===== config.mk =====
export PLATFORM = sky130hd
export DESIGN_NAME = wide_add_sequencer
export DESIGN_NICKNAME = d
export VERILOG_FILES = /design/src/rtl/wide_add_sequencer.sv
export SDC_FILE = /design/constraint.sdc
export NUM_CORES = 1
export LEC_CHECK = 0
export BUFFER_PORTS_ARGS = -buffer_cell sky130_fd_sc_hd__buf_2
export CORE_MARGIN = 1.5
export CORE_UTILIZATION = 27
export DETAILED_ROUTE_END_ITERATION = 16
export GPL_TIMING_DRIVEN = 0
export SLEW_MARGIN = 0
export SYNTH_ARGS = -nofsm -noshare
export SYNTH_HDL_FRONTEND = slang
export SYNTH_SLANG_ARGS = --single-unit

===== constraint.sdc =====
create_clock -name clk -period 2.44 [get_ports clk]
set_input_delay 0.488 -clock clk [delete_from_list [all_inputs] [get_ports clk]]
set_output_delay 0.488 -clock clk [all_outputs]
set_load 0.01 [all_outputs]

===== src/rtl/wide_add_sequencer.sv =====
// wide_add_sequencer: splits a W = N*K bit add into K slice adds on an external
// registered N-bit adder, chaining carries LSB-first, then returns the W-bit sum
// and final carry over a valid/ready handshake.
module wide_add_sequencer #(
  parameter int N       = 4,
  parameter int K       = 4,
  parameter int ADD_LAT = 2
) (
  input  logic             clk,
  input  logic             reset,
  // operand side
  input  logic             in_valid,
  output logic             in_ready,
  input  logic [N*K-1:0]   in_a,
  input  logic [N*K-1:0]   in_b,
  input  logic             in_cin,
  // result side
  output logic             out_valid,
  input  logic             out_ready,
  output logic [N*K-1:0]   out_sum,
  output logic             out_cout,
  // slice adder side
  output logic [N-1:0]     add_a,
  output logic [N-1:0]     add_b,
  output logic             add_cin,
  input  logic [N-1:0]     add_sum,
  input  logic             add_cout
);

  localparam int W  = N * K;
  localparam int KW = (K > 1) ? $clog2(K) : 1;
  localparam int CW = (ADD_LAT > 1) ? $clog2(ADD_LAT) : 1;

  typedef enum logic [1:0] {
    S_IDLE  = 2'd0,
    S_ISSUE = 2'd1,
    S_WAIT  = 2'd2,
    S_DONE  = 2'd3
  } state_t;

  state_t          state_q;
  logic [W-1:0]    op_a_q;
  logic [W-1:0]    op_b_q;
  logic            carry_q;
  logic [KW-1:0]   k_q;
  logic [CW-1:0]   cnt_q;
  logic [N-1:0]    res_sl_q [K];
  logic            res_cout_q;
  logic            in_ready_q;
  logic            out_valid_q;

  // Slice views of the captured operands, indexed by the current slice number.
  logic [N-1:0]    a_sl [K];
  logic [N-1:0]    b_sl [K];

  generate
    for (genvar gi = 0; gi < K; gi++) begin : g_slice
      assign a_sl[gi]               = op_a_q[gi*N +: N];
      assign b_sl[gi]               = op_b_q[gi*N +: N];
      assign out_sum[gi*N +: N]     = res_sl_q[gi];
    end
  endgenerate

  assign in_ready  = in_ready_q;
  assign out_valid = out_valid_q;
  assign out_cout  = res_cout_q;

  // Adder inputs are only non-zero during the single issue cycle of a slice.
  always_comb begin
    add_a   = '0;
    add_b   = '0;
    add_cin = 1'b0;
    if (state_q == S_ISSUE) begin
      add_a   = a_sl[k_q];
      add_b   = b_sl[k_q];
      add_cin = carry_q;
    end
  end

  // Sequencer FSM: accept, issue/wait per slice, collect results, hand off.
  always_ff @(posedge clk) begin
    if (reset) begin
      state_q     <= S_IDLE;
      op_a_q      <= '0;
      op_b_q      <= '0;
      carry_q     <= 1'b0;
      k_q         <= '0;
      cnt_q       <= '0;
      res_cout_q  <= 1'b0;
      in_ready_q  <= 1'b1;
      out_valid_q <= 1'b0;
      for (int i = 0; i < K; i++) begin
        res_sl_q[i] <= '0;
      end
    end else begin
      case (state_q)
        S_IDLE: begin
          if (in_valid) begin
            op_a_q     <= in_a;
            op_b_q     <= in_b;
            carry_q    <= in_cin;
            k_q        <= '0;
            in_ready_q <= 1'b0;
            state_q    <= S_ISSUE;
          end
        end
        S_ISSUE: begin
          cnt_q   <= '0;
          state_q <= S_WAIT;
        end
        S_WAIT: begin
          // The adder output for this slice is valid only in the last wait cycle.
          if (cnt_q == CW'(ADD_LAT - 1)) begin
            res_sl_q[k_q] <= add_sum;
            carry_q       <= add_cout;
            if (k_q == KW'(K - 1)) begin
              res_cout_q  <= add_cout;
              out_valid_q <= 1'b1;
              state_q     <= S_DONE;
            end else begin
              k_q     <= k_q + 1'b1;
              state_q <= S_ISSUE;
            end
          end else begin
            cnt_q <= cnt_q + 1'b1;
          end
        end
        S_DONE: begin
          if (out_ready) begin
            out_valid_q <= 1'b0;
            in_ready_q  <= 1'b1;
            state_q     <= S_IDLE;
          end
        end
        default: begin
          state_q <= S_IDLE;
        end
      endcase
    end
  end

endmodule


==> results by group <==
Status
  • Outcome: completed

Yosys
  • Syn_nets: between 300 and 400
  • Synth top area share: roughly a third
  • Yosys warns: 0
  • Dominant synthesized flop cell: dfxtp_1
  • Cell variety after synth: 36
  • Synth area leaders: dfxtp_1 32%, edfxtp_1 19%, nand2_1 10%
  • Register area share after synthesis: approximately half
  • Post-Syn Instances: approximately 260
  • Post-synth EDFFs: 16
  • Yosys reg bits: 57
  • Cell accounting for the most synthesized area: dfxtp_1
  • Syn Area/Cell: about 9.9 um2
  • Fraction of registers with async set/reset: 0%
  • Mapped cell area: about 2500 um2

Floorplanning
  • Die area: between 10000 and 15000 um2
  • Die height: approximately 100 um
  • Number of cell rows: 35
  • Chip Width: around 100 um
  • I/O pin total: 70
  • Starting Density: between 20% and 30%
  • Placeable Area: between 9000 and 10000 um2

Layout
  • Final instance count without filler cells: around 450
  • Share of layout cells above drive strength 1: roughly 30%
  • Nets: approximately 390
  • Finished Core Util: 35.6%
  • Diode count: 0
  • Layout area overhead: 28.6%
  • Commonest non-fill, non-tap cell in the layout: buf_2
  • Most frequent cells in the layout: 74 x buf_2, 68 x nand2_1, 41 x dfxtp_1

GRT
  • First-pass GRT wire length: 9.99 mm
  • Initial antenna violation count: 0
  • Largest net degree at the start of global routing: 12
  • Vias in the first global route: ~2100
  • Overall routing resource usage: about an eighth
  • Gr ovfl total: 0

Flow run
  • Max cap viols: 0

Timing
  • Period utilisation layout: a little over nine tenths
  • Setup TNS: 0 ns
  • Worst hold margin: 0.377 ns
  • Setup Skew: ~0.0084 ns
  • RSZ-0062 raised after global routing: no
  • Least-Margin Pin Slew: approximately 0.53 ns
  • Final hold vios: 0
  • Final Setup Violations: 0
  • Slew Limit Fails: 0
  • Worst Slack Setup Final: ~0.14 ns
  • Fin crit period: 2.30 ns
  • Relative slew margins: around 64%
  • FMAX: between 400 and 500 MHz

Setup path
  • Crit path capture type: output port
  • Crit Path Max Fanout: 10
  • Data arrival, critical path: around 1.8 ns
  • Crit Path Category: reg2out
  • Startpoint Class: register
  • Crit path required time: about 2.0 ns

Pwr
  • Max VDD drop: 0.259 mV
  • PwrDens: slightly below 900 nW/um2
  • Leakage power: around 1.4 nW

Placed design
  • HPWL after DPL: about 4.6 mm
  • PortBufs: approximately 70
  • Placer Congestion: roughly 0.85
  • Placed Instances: 438
  • Place WS: a little over 0.5 ns

Hold path
  • Worst Hold Class: in2reg

Clock tree
  • Max Buffers Root-to-Sink: 2
  • Worst-path clk slew: approximately 0.070 ns
  • Setup repair bufs after CTS: 0
  • Clk sinks: 57
  • Clock Tree Root: clkbuf_8
  • Clock Latency Late Sink: around 0.34 ns
  • CTS Buf Count: 9
  • CTS tree: built
  • CTS resizes: 0
  • # H-tree levels: 3
  • Hold_buf cts: 0

Routing
  • First drt pass iteration count: 6
  • Routed WL per cell: between 10 and 15 um
  • # DRC: 0
  • Total routed wirelength: a little over 6 mm
  • Antenna viol nets, final: 0
  • Iter 0 DRT Violations: 53
  • Via Count: 2080
  • Vias per cell: approximately 4.6
[state kept, by name, indices dropped and copies added (netlist names)]
register,cells
in_ready,1
carry_q,1
op_b_q,16
out_cout,1
res_sl_q,16
cnt_q,1
k_q,2
op_a_q,16
state_q,2
out_valid,1
[cell families after synthesis]
| logic type | after synthesis | synth area share (%) |
|---|---|---|
| AO/OA/AOI/OAI | 45 | 10.2 |
| flip-flops | 57 | 51.1 |
| adder cells (fa/ha/maj) | 6 | 2.95 |
| buffers and inverters | 19 | 3.78 |
| multiplexers | 14 | 10.1 |
| AND/OR/NAND/NOR | 117 | 21.9 |
[where the power goes]
group	switching (mW)	total, mW	internal, mW
Clock	0.404	1.07	0.669
Sequential	0.0645	1.16	1.09
Combinational	0.390	0.666	0.277
[area by class of cell]
type                            count  area (um2)
Sequential cell                    57        1300
Inverter                            3        11.3
Tap cell                          111         139
Timing Repair Buffer               69         345
Clock buffer                       11         163
Clock inverter                      5        81.3
Fill cell                         957        5920
Multi-Input combinational cell    182        1150
Buffer                             16        85.1
[path summary, 6_finish.rpt]
kind | start | endpoint | slack [ns] | cells past startpoint
worst max-delay path | k_q[0]$_SDFFE_PP0P_ | add_a[2] | 0.14 | 5
worst min-delay path | in_b[5] | op_b_q[5]$_SDFFE_PP0P_ | 0.38 | 3
worst max register to register | state_q[0]$_SDFFE_PP0P_ | res_sl_q[2][1]$_SDFFCE_PN0P_ | 0.61 | 5
worst min register to register | op_b_q[11]$_SDFFE_PP0P_ | op_b_q[11]$_SDFFE_PP0P_ | 0.45 | 2
[Yosys cell counts (all sizes together) (2+ instances only)]
cell type	count
edfxtp	16
nand3b	2
nand3	2
inv	3
or2	2
dfxtp	41
o21bai	2
mux4	8
buf	8
clkbuf	8
nand2	68
ha	6
a21oi	35
nand2b	6
and2	26
a311oi	2
mux2i	5
nor2	4
[per-stage QoR]
step	power [mW]	area (um2)
floorplan	1.63	2550
detailed placement	1.85	3030
CTS	2.93	3280
global placement	1.83	3030
finish	2.90	3280
global route	3.06	3280
[per-layer routing]
layer | vias to the layer above | share of wire, % | global-route usage [%]
met5 | - | 0 | 0
met2 | 57 | 49 | 21.8
met4 | 0 | 2.0 | 7.26
li1 | 1043 | - | -
met1 | 969 | 44 | 15.6
met3 | 11 | 5.1 | 3.83
[worst max-delay path, cell delays in order (launching register included)]
cell and delay, ns:
dfxtp_1 0.37, buf_6 0.15, buf_8 0.14, mux4_2 0.50, and2_1 0.17, buf_2 0.13
No activity file was read; power rests on OpenSTA's default activity.
